File: config.mk
export PLATFORM = sky130hd
export DESIGN_NAME = seq_addsub_flat
export DESIGN_NICKNAME = d
export VERILOG_FILES = /design/src/rtl/seq_addsub_if.sv /design/src/rtl/seq_addsub.sv /design/src/flat_wrapper.sv
export SDC_FILE = /design/constraint.sdc
export NUM_CORES = 1
export LEC_CHECK = 0
export CORE_ASPECT_RATIO = 1.4
export CORE_MARGIN = 5
export CORE_UTILIZATION = 55
export CTS_CLUSTER_SIZE = 10
export DETAILED_ROUTE_END_ITERATION = 10
export PLACE_DENSITY = 0.95
export SLEW_MARGIN = 20
export SYNTH_ARGS = -nofsm -noshare
export SYNTH_HDL_FRONTEND = slang
export SYNTH_SLANG_ARGS = --single-unit
File: constraint.sdc
create_clock -name clk -period 10.3 [get_ports clk]
set_input_delay 1.545 -clock clk [delete_from_list [all_inputs] [get_ports clk]]
set_output_delay 1.545 -clock clk [all_outputs]
set_load 0.05 [all_outputs]
File: src/rtl/seq_addsub_if.sv
// Handshake and data bundle for seq_addsub.
// master: the producer/consumer side that drives operands and takes results.
// slave:  the sequential add/subtract unit.
interface seq_addsub_if #(
  parameter int WIDTH = 20
);
  logic             in_valid;
  logic             in_ready;
  logic             mode;
  logic [WIDTH-1:0] op_a;
  logic [WIDTH-1:0] op_b;
  logic             out_valid;
  logic             out_ready;
  logic [WIDTH-1:0] result;
  logic             cout;
  logic             ovf;
  logic             zero;

  modport master (
    output in_valid, mode, op_a, op_b, out_ready,
    input  in_ready, out_valid, result, cout, ovf, zero
  );

  modport slave (
    input  in_valid, mode, op_a, op_b, out_ready,
    output in_ready, out_valid, result, cout, ovf, zero
  );
endinterface

File: src/rtl/seq_addsub.sv
// seq_addsub: multi-cycle adder/subtractor that processes CHUNK bits per
// cycle, LSB slice first, with a valid/ready handshake on both sides.
// mode 0 computes op_b + op_a; mode 1 computes op_b - op_a as
// op_b + ~op_a + 1. Flags: cout (carry out of MSB, 1 = no borrow on
// subtract), ovf (signed overflow), zero (final result is 0).
// Optional feature: define SEQ_ADDSUB_SATURATE_EN to clamp the result to
// the signed max/min on overflow; otherwise the result wraps modulo 2^WIDTH.
module seq_addsub #(
  parameter int WIDTH = 20,
  parameter int CHUNK = 5
) (
  input  logic         clk,
  input  logic         rst,
  seq_addsub_if.slave  bus
);

  localparam int NSLICE = WIDTH / CHUNK;
  localparam int CNT_W  = (NSLICE > 1) ? $clog2(NSLICE) : 1;
  localparam logic [CNT_W-1:0] LAST_SLICE = CNT_W'(NSLICE - 1);

  typedef enum logic [1:0] {
    IDLE = 2'd0,
    RUN  = 2'd1,
    DONE = 2'd2
  } state_t;

  state_t           state_q, state_d;
  logic [CNT_W-1:0] cnt_q, cnt_d;
  logic             carry_q, carry_d;
  logic [WIDTH-1:0] a_q, a_d;      // effective second operand (op_a or ~op_a)
  logic [WIDTH-1:0] b_q, b_d;
  logic [WIDTH-1:0] res_q, res_d;
  logic             cout_q, cout_d;
  logic             ovf_q, ovf_d;
  logic             zero_q, zero_d;

  logic [CHUNK:0]   slice_sum;
  logic [WIDTH-1:0] res_full;
  logic [WIDTH-1:0] res_final;
  logic             ovf_full;

  // Slice adder, assembled full-width result, overflow and optional clamp.
  always_comb begin
    slice_sum = {1'b0, b_q[int'(cnt_q)*CHUNK +: CHUNK]}
              + {1'b0, a_q[int'(cnt_q)*CHUNK +: CHUNK]}
              + {{CHUNK{1'b0}}, carry_q};
    res_full = res_q;
    res_full[int'(cnt_q)*CHUNK +: CHUNK] = slice_sum[CHUNK-1:0];
    ovf_full = (b_q[WIDTH-1] == a_q[WIDTH-1]) && (res_full[WIDTH-1] != b_q[WIDTH-1]);
`ifdef SEQ_ADDSUB_SATURATE_EN
    if (ovf_full) begin
      res_final = b_q[WIDTH-1] ? {1'b1, {(WIDTH-1){1'b0}}}
                               : {1'b0, {(WIDTH-1){1'b1}}};
    end else begin
      res_final = res_full;
    end
`else
    res_final = res_full;
`endif
  end

  // Next-state and datapath update for IDLE -> RUN -> DONE.
  always_comb begin
    // NOTE: every variable gets a default first so no path can infer a latch.
    state_d = state_q;
    cnt_d   = cnt_q;
    carry_d = carry_q;
    a_d     = a_q;
    b_d     = b_q;
    res_d   = res_q;
    cout_d  = cout_q;
    ovf_d   = ovf_q;
    zero_d  = zero_q;

    unique case (state_q)
      IDLE: begin
        if (bus.in_valid) begin
          state_d = RUN;
          cnt_d   = '0;
          carry_d = bus.mode;
          a_d     = bus.mode ? ~bus.op_a : bus.op_a;
          b_d     = bus.op_b;
          res_d   = '0;
          cout_d  = 1'b0;
          ovf_d   = 1'b0;
          zero_d  = 1'b0;
        end
      end
      RUN: begin
        res_d   = res_full;
        carry_d = slice_sum[CHUNK];
        if (cnt_q == LAST_SLICE) begin
          // Flags and clamp land on the same edge that enters DONE.
          state_d = DONE;
          res_d   = res_final;
          cout_d  = slice_sum[CHUNK];
          ovf_d   = ovf_full;
          zero_d  = (res_final == '0);
        end else begin
          cnt_d = cnt_q + 1'b1;
        end
      end
      DONE: begin
        if (bus.out_ready) begin
          state_d = IDLE;
        end
      end
      default: state_d = IDLE;
    endcase
  end

  // State and datapath registers; reset abandons any operation in flight.
  always_ff @(posedge clk) begin
    // NOTE: non-blocking assignments so all registers update from pre-edge values.
    if (rst) begin
      state_q <= IDLE;
      cnt_q   <= '0;
      carry_q <= 1'b0;
      a_q     <= '0;
      b_q     <= '0;
      res_q   <= '0;
      cout_q  <= 1'b0;
      ovf_q   <= 1'b0;
      zero_q  <= 1'b0;
    end else begin
      state_q <= state_d;
      cnt_q   <= cnt_d;
      carry_q <= carry_d;
      a_q     <= a_d;
      b_q     <= b_d;
      res_q   <= res_d;
      cout_q  <= cout_d;
      ovf_q   <= ovf_d;
      zero_q  <= zero_d;
    end
  end

  assign bus.in_ready  = (state_q == IDLE);
  assign bus.out_valid = (state_q == DONE);
  assign bus.result    = res_q;
  assign bus.cout      = cout_q;
  assign bus.ovf       = ovf_q;
  assign bus.zero      = zero_q;

endmodule

File: src/flat_wrapper.sv
// flat-port wrapper written by rule: the top's interface ports become plain ports
module seq_addsub_flat 
#(
  parameter int WIDTH = 20,
  parameter int CHUNK = 5
)
  (clk, rst, bus_in_valid, bus_mode, bus_op_a, bus_op_b, bus_out_ready, bus_in_ready, bus_out_valid, bus_result, bus_cout, bus_ovf, bus_zero);
  seq_addsub_if #(.WIDTH(WIDTH)) bus_i ();
  input  logic clk;
  input  logic rst;
  input wire logic [$bits(bus_i.in_valid)-1:0] bus_in_valid;
  input wire logic [$bits(bus_i.mode)-1:0] bus_mode;
  input wire logic [$bits(bus_i.op_a)-1:0] bus_op_a;
  input wire logic [$bits(bus_i.op_b)-1:0] bus_op_b;
  input wire logic [$bits(bus_i.out_ready)-1:0] bus_out_ready;
  output wire logic [$bits(bus_i.in_ready)-1:0] bus_in_ready;
  output wire logic [$bits(bus_i.out_valid)-1:0] bus_out_valid;
  output wire logic [$bits(bus_i.result)-1:0] bus_result;
  output wire logic [$bits(bus_i.cout)-1:0] bus_cout;
  output wire logic [$bits(bus_i.ovf)-1:0] bus_ovf;
  output wire logic [$bits(bus_i.zero)-1:0] bus_zero;
  assign bus_i.in_valid = bus_in_valid;
  assign bus_i.mode = bus_mode;
  assign bus_i.op_a = bus_op_a;
  assign bus_i.op_b = bus_op_b;
  assign bus_i.out_ready = bus_out_ready;
  assign bus_in_ready = bus_i.in_ready;
  assign bus_out_valid = bus_i.out_valid;
  assign bus_result = bus_i.result;
  assign bus_cout = bus_i.cout;
  assign bus_ovf = bus_i.ovf;
  assign bus_zero = bus_i.zero;
  seq_addsub #(.WIDTH(WIDTH), .CHUNK(CHUNK)) u_core (.clk(clk), .rst(rst), .bus(bus_i));
endmodule
==> results.tsv, run 1 <==
metric	value	unit
detailedPlacementHpwl	5990	um
ioPinCount	70	
cts_made_buffers	9	
chipHeight	102	um
grt_first_pass_wirelength	13200	um
worstSetupPathType	flop to flop	
powerDensity	156	nW/um^2
cp_cell_sequence	mux4_2 > fa_1 > fa_1 > and3_1 > or3_4 > a221o_1 > a221o_1 > o21ai_2	
timing.critical_path.slowest_stage_cell	sky130_fd_sc_hd__dfxtp_1	
pin_count_of_the_biggest_net_entering_global_routing	69	
report.final.slew_viol_count	0	
netlist-cell-type-count	47	
grt_setup_unrepaired	false	
ir_worst_vdd	0.0968	mV
max-slew-margin-rel	31.6	%
die_width	75.5	um
tritoncts_clock_tree	done	
ys.warnings.count	0	
ctsHoldBuffers	0	
synth_enable_flop_cells	0	
finalSetupViolations	0	
period_share	37.5	%
drt_first_iter_violations	203	
cp_launch_type	flop	
synth-seq-area-share	41.1	%
synth_area_per_cell	8.87	um^2
detailedRoute.firstPassIterationCount	4	
critical_path.endpoint_type	flop	
ctsHtreeMaxLevel	3	
maxCapViolations	0	
via_count_of_the_first_global_routing_pass	2960	
clkPwrFrac	37.7	%
globalRoute.totalOverflow	0	
tns	0	ps
synth-async-reset-ratio	0	%
synthToLayoutAreaGrowth	27.5	%
clock-sinks	68	
clock_tree.buffer_depth	2	
mostFrequentLayoutCell	sky130_fd_sc_hd__dfxtp_1	
most-common-layout-cells	68 x sky130_fd_sc_hd__dfxtp_1, 67 x sky130_fd_sc_hd__clkdlybuf4s50_1, 59 x sky130_fd_sc_hd__nor2_1	
clkTransAtPathRegs	80	ps
switching_share	28.4	%
average_wire_per_standard_cell	16.2	um
insertedDiodeCount	0	
slowest_delay	970	ps
worst_pin_slew	1030	ps
clock-root-buffer	sky130_fd_sc_hd__clkbuf_8	
ys.flop_type	sky130_fd_sc_hd__dfxtp_1	
die_footprint	7690	um^2
mappedNetlistArea	3310	um^2
finClkSkew	15.5	ps
clock_insertion_delay_worst_skew	370	ps
data_arrival_at_the_endpoint_of_the_critical_path	4160	ps
antenna_left	0	
post-cts-setup-buffer-count	0	
cp_data_required_time	10600	ps
p_int	0.472	mW
maxClockFrequency	259	MHz
outcome	complete, no violations	
gp_routability_congestion	0.954	
numPortBuffers	69	
route.detailed.drc	0	
core	5860	um^2
via_count	2989	
worst_hold_path_type	flop to flop	
floorplan.rows	33	
p_leak	1.55	nW
post_cts_resize_count	0	
postSynthCellCount	373	
fin_crit	3860	ps
fraction_of_power_consumed_by_combinational_cells	18.5	%
post-place-cells	490	
p_seq_share	43.8	%
layout-drive-gt1-share	8.03	%
crit_fanout	21	
power.switching	0.187	mW
finalHoldViolCount	0	
synth_fp_nets	430	
grt_antenna_before_repair	0	
number_of_vias_per_cell_after_detailed_routing	5.91	
final_cell_count_no_fill	506	
post_layout_net_count	488	
wl	8210	um
initial_utilization	56.4	%
postSynthRegisterBits	68	
grt_util_all_layers	22.9	%
-- layer usage --
metal / part of all wire, % / wire, um / GRT usage (%) / vias up
li1: - / - / - / 1431
met1: 38 / 3150 / 24.5 / 1427
met2: 52 / 4260 / 38.3 / 92
met3: 4.9 / 402 / 5.36 / 39
met4: 4.9 / 398 / 16.3 / 0
met5: 0 / 0 / 0 / -
-- synth_stat cells (2+ instances only) --
library cell	instances	area (um^2)
sky130_fd_sc_hd__a211oi_1	20	150
sky130_fd_sc_hd__a21oi_1	29	145
sky130_fd_sc_hd__a221o_1	2	20.0
sky130_fd_sc_hd__a22oi_1	16	120
sky130_fd_sc_hd__a2bb2oi_1	3	26.3
sky130_fd_sc_hd__a32o_1	2	20.0
sky130_fd_sc_hd__and2_1	2	12.5
sky130_fd_sc_hd__and3_1	2	12.5
sky130_fd_sc_hd__buf_1	3	11.3
sky130_fd_sc_hd__buf_2	2	10.0
sky130_fd_sc_hd__clkbuf_1	17	63.8
sky130_fd_sc_hd__dfxtp_1	68	1360
sky130_fd_sc_hd__fa_1	2	40.0
sky130_fd_sc_hd__ha_1	10	125
sky130_fd_sc_hd__inv_1	5	18.8
sky130_fd_sc_hd__mux4_2	10	225
sky130_fd_sc_hd__nand2_1	50	188
sky130_fd_sc_hd__nand2b_1	3	18.8
sky130_fd_sc_hd__nand3_1	6	30.0
sky130_fd_sc_hd__nand4bb_1	2	22.5
sky130_fd_sc_hd__nor2_1	59	221
sky130_fd_sc_hd__nor2b_1	5	31.3
sky130_fd_sc_hd__nor3_1	2	10.0
sky130_fd_sc_hd__nor4_1	3	18.8
sky130_fd_sc_hd__nor4bb_1	2	20.0
sky130_fd_sc_hd__o21ai_0	7	35.0
sky130_fd_sc_hd__or3_4	2	22.5
sky130_fd_sc_hd__xnor2_1	20	175
-- stage by stage --
stage               cell area, um^2  power [mW]  hold WS, ps  utilization, %  setup WS, ps
floorplan                      3310       0.375          433               -          6640
CTS                            4220       0.660          459            72.0          6420
global placement               4000       0.411          440            68.2          6510
finish                         4220       0.659          457            71.9          6440
global route                   4220       0.683          473            71.9          6180
detailed placement             4000       0.415          447            68.2          6440
-- cell type report --
| cell class | instances | area, um^2 |
|---|---|---|
| Multi-Input combinational cell | 278 | 1840 |
| Fill cell | 432 | 1650 |
| Sequential cell | 68 | 1360 |
| Timing Repair Buffer | 69 | 683 |
| Clock buffer | 9 | 124 |
| Clock inverter | 7 | 98.8 |
| Tap cell | 70 | 87.6 |
| Inverter | 5 | 18.8 |
-- critical path, delay by kind of cell (launching register included) --
family                   cells  cell delay, ps
multiplexers                 1             630
flip-flops                   1             970
AND/OR/NAND/NOR              2             600
adder cells (fa/ha/maj)      2             860
AO/OA/AOI/OAI                3             730
-- power by group through the flow --
stage | Clock [mW] | Sequential, mW | Combinational [mW]
after global placement | 0 | 0.294 | 0.117
after detailed placement | 0 | 0.295 | 0.120
after global routing | 0.259 | 0.291 | 0.133
after floorplan | 0 | 0.292 | 0.0825
final | 0.249 | 0.289 | 0.122
after CTS | 0.250 | 0.289 | 0.121
-- flip-flops by register name, summed over array words and instances, names as in the netlist --
register / count
u_core.bus.result: 20
u_core.carry_q: 1
u_core.state_q: 2
u_core.cnt_q: 2
u_core.bus.zero: 1
u_core.bus.ovf: 1
u_core.a_q: 20
u_core.b_q: 20
u_core.bus.cout: 1
-- final timing paths --
path | startpoint | endpoint | slack, ps | cells after the start
worst max-delay path | u_core.cnt_q[0] | u_core.bus.zero | 6440 | 8
worst min-delay path | u_core.b_q[12] | u_core.b_q[12] | 460 | 2
worst min register to register | u_core.b_q[12] | u_core.b_q[12] | 460 | 2
worst max register to register | u_core.cnt_q[0] | u_core.bus.zero | 6440 | 8
-- cells by family (layout without fill, tap and decap cells) --
| logic type | count (synthesis) | count (layout) | share of synthesized area (%) |
|---|---|---|---|
| compound gates | 89 | 89 | 18.0 |
| xor+xnor | 21 | 21 | 5.56 |
| fa+ha+maj | 12 | 12 | 4.99 |
| buf+inv | 27 | 90 | 3.14 |
| flops | 68 | 68 | 41.1 |
| mux | 10 | 10 | 6.81 |
| simple gates | 146 | 146 | 20.4 |
(Power assumes the default switching activity.)
==> run 2, diff against run 1 <==
Settings changed: CORE_UTILIZATION 55 to 51, PLACE_DENSITY 0.95 to 0.92.
Clock period 10.3 ns to 3.9 ns, I/O delays scaled along.
==> results.tsv, run 2 (same netlist as run 1, synthesis figures left out) <==
metric	value	unit
outcome	complete, no violations	
holdCritStartpoint	u_core.b_q[11]	
layout-drive-gt1-share	8.43	%
met1Wirelength	3210	um
post_cts_resize_count	0	
clock-root-buffer	sky130_fd_sc_hd__clkbuf_8	
grt_antenna_before_repair	0	
numPortBuffers	69	
insertedDiodeCount	0	
grt_setup_unrepaired	false	
post-cts-setup-buffer-count	0	
cp_launch_type	flop	
post_layout_net_count	491	
critical_path.endpoint_type	flop	
timing.rr.start	u_core.cnt_q[0]	
worst_pin_slew	1110	ps
wl	8330	um
clkTransAtPathRegs	80	ps
clock_tree.buffer_depth	2	
ff2ff_setup_slack	430	ps
dpl_worst_slack	456	ps
via_count_of_the_first_global_routing_pass	2919	
tritoncts_clock_tree	done	
slowest_delay	600	ps
crit-reg2reg-capture	u_core.bus.zero	
finalSetupViolations	0	
post-layout-total-power	1.68	mW
fin_crit	3470	ps
average_wire_per_standard_cell	16.3	um
clock-sinks	68	
crit_fanout	7	
pin_count_of_the_biggest_net_entering_global_routing	68	
highest-signal-layer	met4	
data_arrival_at_the_endpoint_of_the_critical_path	3770	ps
maxClockFrequency	288	MHz
clock_insertion_delay_worst_skew	360	ps
p_leak	1.55	nW
detailedPlacementHpwl	6050	um
ctsHoldBuffers	0	
detailedRoute.firstPassIterationCount	5	
period_share	89.0	%
tns	0	ps
chipHeight	105	um
report.final.slew_viol_count	0	
worstSetupPathType	flop to flop	
routed-wl-met3	505	um
core	6250	um^2
setup_slack	429	ps
design_area	4220	um^2
most-common-layout-cells	68 x sky130_fd_sc_hd__clkdlybuf4s50_1, 68 x sky130_fd_sc_hd__dfxtp_1, 59 x sky130_fd_sc_hd__nor2_1	
critPathTopFamily	adder cells	
floorplan.rows	34	
gp_routability_congestion	0.943	
ir_worst_vdd	0.262	mV
hold_path_end	u_core.b_q[11]	
via_count	2960	
maxCapViolations	0	
hold_depth	2	
fillerInstances	507	
die_footprint	8220	um^2
ctsHtreeMaxLevel	3	
antenna_left	0	
powerDensity	397	nW/um^2
cp_data_required_time	4200	ps
number_of_vias_per_cell_after_detailed_routing	5.79	
max-slew-margin-rel	25.7	%
finClkSkew	3.84	ps
placed_cell_area	4020	um^2
globalRoute.totalOverflow	0	
met2_length	4260	um
cp_cell_sequence	mux4_2 > fa_1 > fa_1 > and3_1 > or3_4 > a221o_1 > a221o_1 > o21ai_2	
timing.critical_path.slowest_stage_cell	sky130_fd_sc_hd__dfxtp_1	
grt_util_all_layers	20.6	%
r2r_cells	8	
die_width	78.1	um
worst_hold_slack	458	ps
crit_buf_inv	0	
worst_hold_path_type	flop to flop	
grt_first_pass_wirelength	13600	um
cts_made_buffers	9	
ioPinCount	70	
synthToLayoutAreaGrowth	27.6	%
finalHoldViolCount	0	
route.detailed.drc	0	
initial_utilization	52.9	%
drt_first_iter_violations	215	
[run 2: changes by cell type in the layout (fill, tap and decap cells not counted), sizes merged]
cell | previous run | this run
clkdlybuf4s50 | 67 | 68
clkinvlp | 1 | 2
bufinv | 2 | 1
inv | 7 | 6
clkinv | 2 | 3
buf | 2 | 4
[run 2: final cells by class]
| cell class | count | area, um^2 | share of cell area (%) |
|---|---|---|---|
| clock inverters | 7 | 76.3 | 1.81 |
| well taps | 72 | 90.1 | 2.13 |
| flip-flops and latches | 68 | 1360 | 32.2 |
| clock buffers | 9 | 124 | 2.93 |
| repair buffers | 72 | 708 | 16.8 |
| inverters | 5 | 18.8 | 0.444 |
| multi-input cells | 278 | 1840 | 43.7 |
[run 2: where the power goes]
part	internal [mW]	switching, mW	leakage [nW]
Sequential	0.732	0.0275	0.557
Combinational	0.155	0.175	0.902
Clock	0.298	0.290	0.0958
[run 2: metrics by stage]
| step | utilization, % | cells |
|---|---|---|
| global route | 67.5 | 511 |
| CTS | 67.5 | 511 |
| finish | 67.5 | 511 |
| floorplan | - | 373 |
| detailed placement | 64.3 | 495 |
| global placement | 64.3 | 495 |
[run 2: worst max path at each step]
stage / from / end / slack [ps] / cells past startpoint
final: u_core.cnt_q[0] / u_core.bus.zero / 430 / 8
after detailed placement: u_core.cnt_q[0] / u_core.bus.zero / 460 / 8
after global routing: u_core.cnt_q[0] / u_core.bus.zero / 280 / 8
after global placement: u_core.cnt_q[0] / u_core.bus.zero / 550 / 8
after floorplan: u_core.cnt_q[0] / u_core.bus.zero / 240 / 10
after CTS: u_core.cnt_q[0] / u_core.bus.zero / 430 / 8
[run 2: per-layer routing]
layer | global-route usage (%) | vias to the layer above
met3 | 4.69 | 31
met5 | 0 | -
li1 | - | 1440
met1 | 23.1 | 1375
met2 | 34.7 | 114
met4 | 12.9 | 0
[run 2: worst reg2reg max path: cells and delay by family (launching register included)]
kind                     cells  cell delay (ps)
adder cells (fa/ha/maj)      2              870
multiplexers                 1              600
AND/OR/NAND/NOR              2              620
flip-flops                   1              600
AO/OA/AOI/OAI                3              730
